**src/rtl/frame_capture_pingpong.sv**
```systemverilog
// Ping-pong frame capture buffer: arms on go, stores one frame into the hidden bank, then swaps.
// Optional checksum of the last word against the sum of the others: define FRAME_RX_CHECKSUM_EN.
module frame_capture_pingpong #(
  parameter int DATA_W    = 8,
  parameter int FRAME_LEN = 16,
  parameter int PACK      = 2,
  parameter int ADDR_W    = 8
) (
  input  logic                   clk_i,
  input  logic                   rst_i,
  input  logic [DATA_W-1:0]      rxd_i,
  input  logic                   rx_valid_i,
  input  logic                   frame_begin_i,
  input  logic                   go_i,
  input  logic                   abort_i,
  output logic                   busy_o,
  output logic                   frame_complete_o,
  output logic                   resync_err_o,
  output logic                   checksum_ok_o,
  output logic                   rd_bank_o,
  input  logic [ADDR_W-1:0]      read_addr_i,
  output logic [DATA_W*PACK-1:0] read_data_o,
  output logic [1:0]             state_o
);

  localparam int CNT_W    = $clog2(FRAME_LEN + 1);
  localparam int WA_W     = $clog2(FRAME_LEN);
  localparam int RD_WORDS = FRAME_LEN / PACK;
  localparam int RD_W     = DATA_W * PACK;
  localparam logic [CNT_W-1:0] LAST_IDX = CNT_W'(FRAME_LEN - 1);

  typedef enum logic [1:0] {
    S_IDLE  = 2'd0,
    S_ARMED = 2'd1,
    S_CAPT  = 2'd2
  } state_t;

  state_t            state_q;
  logic [CNT_W-1:0]  cnt_q;
  logic              busy_q;
  logic              frame_complete_q;
  logic              resync_err_q;
  logic              rd_bank_q;
  logic [RD_W-1:0]   read_data_q;

  logic [DATA_W-1:0] bank_q [2][FRAME_LEN];

  logic              wr_en;
  logic [WA_W-1:0]   wr_addr;
  logic              restart;
  logic              complete;
  logic [WA_W-1:0]   rd_idx;
  logic [RD_W-1:0]   rd_word_d;

  // Handshake: rxd_i and frame_begin_i are only meaningful in a cycle with rx_valid_i high;
  // there is no back-pressure, a valid word is consumed (or dropped) in the cycle it arrives.
  always_comb begin
    wr_en    = 1'b0;
    wr_addr  = '0;
    restart  = 1'b0;
    complete = 1'b0;
    if (!abort_i && rx_valid_i) begin
      if (state_q == S_ARMED && frame_begin_i) begin
        wr_en   = 1'b1;
        restart = 1'b1;
      end else if (state_q == S_CAPT) begin
        wr_en = 1'b1;
        if (frame_begin_i) begin
          restart = 1'b1;
        end else begin
          wr_addr  = cnt_q[WA_W-1:0];
          complete = (cnt_q == LAST_IDX);
        end
      end
    end
  end

  // The write bank is always the one the reader is not looking at.
  always_ff @(posedge clk_i) begin
    if (wr_en) bank_q[~rd_bank_q][wr_addr] <= rxd_i;
  end

  always_ff @(posedge clk_i or posedge rst_i) begin
    if (rst_i) begin
      state_q          <= S_IDLE;
      cnt_q            <= '0;
      busy_q           <= 1'b0;
      frame_complete_q <= 1'b0;
      resync_err_q     <= 1'b0;
      rd_bank_q        <= 1'b0;
    end else begin
      frame_complete_q <= 1'b0;
      case (state_q)
        S_IDLE: begin
          if (go_i && !abort_i) begin
            state_q      <= S_ARMED;
            busy_q       <= 1'b1;
            resync_err_q <= 1'b0;
          end
        end
        S_ARMED: begin
          if (abort_i) begin
            state_q <= S_IDLE;
            busy_q  <= 1'b0;
          end else if (restart) begin
            state_q <= S_CAPT;
            cnt_q   <= CNT_W'(1);
          end
        end
        S_CAPT: begin
          if (abort_i) begin
            state_q <= S_IDLE;
            busy_q  <= 1'b0;
            cnt_q   <= '0;
          end else if (restart) begin
            cnt_q        <= CNT_W'(1);
            resync_err_q <= 1'b1;
          end else if (complete) begin
            state_q          <= S_IDLE;
            busy_q           <= 1'b0;
            cnt_q            <= '0;
            frame_complete_q <= 1'b1;
            rd_bank_q        <= ~rd_bank_q;
          end else if (wr_en) begin
            cnt_q <= cnt_q + 1'b1;
          end
        end
        default: begin
          state_q <= S_IDLE;
          busy_q  <= 1'b0;
          cnt_q   <= '0;
        end
      endcase
    end
  end

  // Lowest-addressed word lands in the MSBs of the packed read word.
  always_comb begin
    rd_word_d = '0;
    rd_idx    = '0;
    if (int'(read_addr_i) < RD_WORDS) begin
      for (int p = 0; p < PACK; p++) begin
        rd_idx = WA_W'(int'(read_addr_i) * PACK + p);
        rd_word_d[(PACK-1-p)*DATA_W +: DATA_W] = bank_q[rd_bank_q][rd_idx];
      end
    end
  end

  always_ff @(posedge clk_i or posedge rst_i) begin
    if (rst_i) read_data_q <= '0;
    else       read_data_q <= rd_word_d;
  end

`ifdef FRAME_RX_CHECKSUM_EN
  logic [DATA_W-1:0] sum_q;
  logic              checksum_ok_q;

  // The running sum restarts on every word 0, so a resync discards the aborted prefix.
  always_ff @(posedge clk_i or posedge rst_i) begin
    if (rst_i) begin
      sum_q         <= '0;
      checksum_ok_q <= 1'b1;
    end else if (restart) begin
      sum_q <= rxd_i;
    end else if (complete) begin
      checksum_ok_q <= (rxd_i == sum_q);
    end else if (wr_en) begin
      sum_q <= sum_q + rxd_i;
    end
  end

  assign checksum_ok_o = checksum_ok_q;
`else
  assign checksum_ok_o = 1'b1;
`endif

  assign busy_o           = busy_q;
  assign frame_complete_o = frame_complete_q;
  assign resync_err_o     = resync_err_q;
  assign rd_bank_o        = rd_bank_q;
  assign read_data_o      = read_data_q;
  assign state_o          = state_q;

endmodule

```
**config.mk**
```make
export PLATFORM = sky130hd
export DESIGN_NAME = frame_capture_pingpong
export DESIGN_NICKNAME = d
export VERILOG_FILES = /design/src/rtl/frame_capture_pingpong.sv
export SDC_FILE = /design/constraint.sdc
export NUM_CORES = 1
export LEC_CHECK = 0
export ABC_AREA = 1
export CORE_ASPECT_RATIO = 0.8
export CORE_MARGIN = 8
export CORE_UTILIZATION = 43
export CTS_CLUSTER_SIZE = 12
export DETAILED_ROUTE_END_ITERATION = 12
export PLACE_DENSITY = 0.63
export SLEW_MARGIN = 20
export SYNTH_ARGS = -nofsm -noshare
export SYNTH_HDL_FRONTEND = slang
export SYNTH_SLANG_ARGS = --single-unit
```
**constraint.sdc**
```tcl
create_clock -name clk_i -period 2 [get_ports clk_i]
set_input_delay 0.6 -clock clk_i [delete_from_list [all_inputs] [get_ports clk_i]]
set_output_delay 0.6 -clock clk_i [all_outputs]
set_load 0.005 [all_outputs]
```
==> reports/metrics.yaml <==
run_status:
  outcome: "complete, no violations"
clock_network:
  cts_buffers: 28
  cts_max_level: 1
  tritoncts: "built"
  cts.sinks: 283
  clk_pin_slew_ps: 60
  ctsHoldBuffers: 0
  clock-root-buffer: "clkbuf_16"
  cts_buffer_depth: 3
  worstSkewPairLatency_ps: 550
cells_and_area:
  layout-drive-gt1-share_pct: 12.8
  area_delta_synth_final_pct: 20.3
  diodes: 0
  layout.nets: 1382
  n_fill_cell: 2586
  final_core_util_pct: 52.0
route:
  drc: 0
  totalWireLength_um: 29800
  via_per_inst: 4.89
  drt_iter0_drc: 735
  route.vias.total: 8577
  antenna_left: 0
  wire_per_inst_um: 17.0
  first_pass_iters: 6
logic_synthesis:
  seq_area_frac_synth_pct: 66.7
  synth.most_common_cell: "nand2_1"
  synth_edf_count: 256
  synth-adder-area-share_pct: 0.499
  ys_ff_latch: 283
  ys.flop_type: "edfxtp_1"
  yosys_warnings: 0
  avgSynthCellArea_sq_um: 9.97
  synth_top_area_share_pct: 61.3
  ys_top_cells_by_area: "edfxtp_1 61%, nand2_1 11%, nand3_1 7.4%"
  yosysTopAreaCell: "edfxtp_1"
  netlist_instances: 1257
  synth_compound_area_share_pct: 1.03
  async_reset_ff_share_pct: 9.54
  syn-cell-area_sq_um: 12500
  ys_types: 34
  syn_nets: 1284
  muxShareOfSynthArea_pct: 0
  synthSimpleGateAreaFrac_pct: 21.7
  synth_top_family_by_area: "simple AND/OR/NAND/NOR gates"
  synth-xor-area-share_pct: 0.140
  synth_common_cells: "373 x nand2_1, 256 x edfxtp_1, 244 x inv_1, 186 x nand3_1, 59 x nor2_1"
worst_hold_path:
  hp-class: "in2async"
setup_path:
  cpMostUsedCell: "nor2_4"
  critical_path_class: "in2reg"
  worstPathRequired_ps: 2220
  critPathLaunchType: "input pin"
  cp.arrival_ps: 2210
  path_cells: "clkdlybuf4s50_1 -> nor2_8 -> inv_6 -> nor3_4 -> inv_2 -> nor2_4 -> buf_12 -> nand2_4 -> nor2_4"
  critPathBufInv: 4
  worst-path-max-fanout: 8
  crit_family: "simple AND/OR/NAND/NOR gates"
  endpoint_kind: "flop"
  cpMaxStageDelayCell: "clkdlybuf4s50_1"
  max_stage_delay_ps: 530
sta:
  fin_crit_sh_pct: 99.7
  drv_slew: 0
  slew-limit-headroom_pct: 66.1
  worst_slew_pin_slew_ps: 508
  layout_min_cycle_time_ps: 1990
  hold_viol: 0
  worst_clock_skew_ps: 16.1
  setup_viol: 0
  worst_hold_slack_ps: 267
  fmax_mhz: 501
  rsz0062_at_grt: "true"
global_route:
  antenna_found_initial: 1
  grt_max_degree: 96
  grt_pass1_wl_um: 47100
  grt_pass1_vias: 8268
  overflow: 0
  grt_usage_pct: 17.4
die:
  die_y_um: 169
  ios: 45
  rows: 56
  initial_core_util_pct: 43.2
  core_sq_um: 29000
  dieArea_sq_um: 34900
  dieWidth_um: 207
power:
  cellLeakagePower_nw: 6.71
  vdd_ir_drop_max_mv: 0.627
  power_density_nw_per_um2: 831
placed_design:
  io_buffers: 43
  gp_congestion: 0.856
  hpwlAfterDp_um: 18500
run:
  cap_violations: 0
-- state kept, by name, indices dropped and copies added, names as in the netlist --
name              cells
busy_o                1
cnt_q                 5
read_data_o          16
bank_q              256
frame_complete_o      1
state_o               2
resync_err_o          1
rd_bank_o             1
-- power by group --
group / switching (mW) / total [mW] / leakage (nW) / internal, mW
registers: 0.0410 / 6.55 / 2.67 / 6.51
clock network: 2.09 / 4.81 / 0.396 / 2.72
logic: 0.689 / 1.18 / 3.64 / 0.488
total: 2.82 / 12.5 / 6.71 / 9.72
-- area by class of cell --
| cell class | instances | area [sq um] | area share, % |
|---|---|---|---|
| clock buffer | 49 | 811 | 5.38 |
| tap | 377 | 472 | 3.13 |
| clock inverter | 3 | 13.8 | 0.0912 |
| multi-input combinational | 668 | 3180 | 21.1 |
| timing repair buffer | 124 | 1280 | 8.52 |
| sequential | 283 | 8370 | 55.5 |
| inverter | 250 | 953 | 6.32 |
-- worst paths after layout --
check / start / to / cells after the start / slack [ps]
max in group asynchronous: rst_i / rd_bank_o / 3 / 1290
worst min-delay path: rst_i / frame_complete_o / 2 / 270
worst max register to register: state_o[0] / bank_q[1][26] / 11 / 20
worst min register to register: cnt_q[4] / cnt_q[4] / 2 / 480
min in group clk_i: cnt_q[4] / cnt_q[4] / 2 / 480
worst max-delay path: frame_begin_i / bank_q[1][26] / 9 / 6
-- cell families after synthesis --
family | count (synthesis)
adders and majority gates | 5
DFF | 283
xor gates and xnor gates | 2
and+or+nand+nor | 635
AOI/OAI and AO/OA | 25
other | 1
buffers and inverters | 306
-- through the flow --
step / worst slack (ps) / cell area [sq um] / power, mW / TNS, ps / cells
5_1_grt: -104 / 15100 / 13.0 / -9450 / 1754
3_5_place_dp: -588 / 14100 / 7.78 / -128680 / 1695
6_report: 5.61 / 15100 / 12.5 / 0 / 1754
3_3_place_gp: -561 / 14100 / 7.78 / -123240 / 1695
2_1_floorplan: -140 / 12700 / 7.19 / -6670 / 1257
4_1_cts: -54.8 / 15000 / 12.6 / -745 / 1752
-- layer usage --
metal  up-vias  global-route usage [%]  wire length [um]
li1       4197                       -                 -
met1      4054                    26.2             13900
met2       283                    26.1             13200
met3        43                    2.81              2090
met4         0                    4.22               597
met5         -                       0                 0
-- repair_timing --
| item | CTS | global route |
|---|---|---|
| endpoints found under the setup margin | 151 | 271 |
| buffers inserted | 5 | 2 |
| endpoints found under the hold margin | 0 | 0 |
| resized for setup | 31 | 29 |
| pin swaps | 12 | 14 |
-- layout by cell type (no fill, tap or decap), drive strengths merged, types with 2 or more instances in the layout --
| master | synthesis | layout |
|---|---|---|
| nand2 | 374 | 374 |
| edfxtp | 256 | 256 |
| inv | 250 | 250 |
| nand3 | 188 | 188 |
| buf | 33 | 83 |
| nor2 | 62 | 62 |
| clkbuf | 23 | 49 |
| dfrtp | 27 | 27 |
| clkdlybuf4s50 | 0 | 24 |
| a21oi | 18 | 18 |
| dlygate4sd2 | 0 | 10 |
| dlymetal6s2s | 0 | 7 |
| o21ai | 5 | 5 |
| ha | 5 | 5 |
| nor3 | 4 | 4 |
| nand4 | 3 | 3 |
| clkinv | 0 | 3 |
| xor2 | 2 | 2 |
| nand3b | 2 | 2 |
No activity file was read; power rests on OpenSTA's default activity.
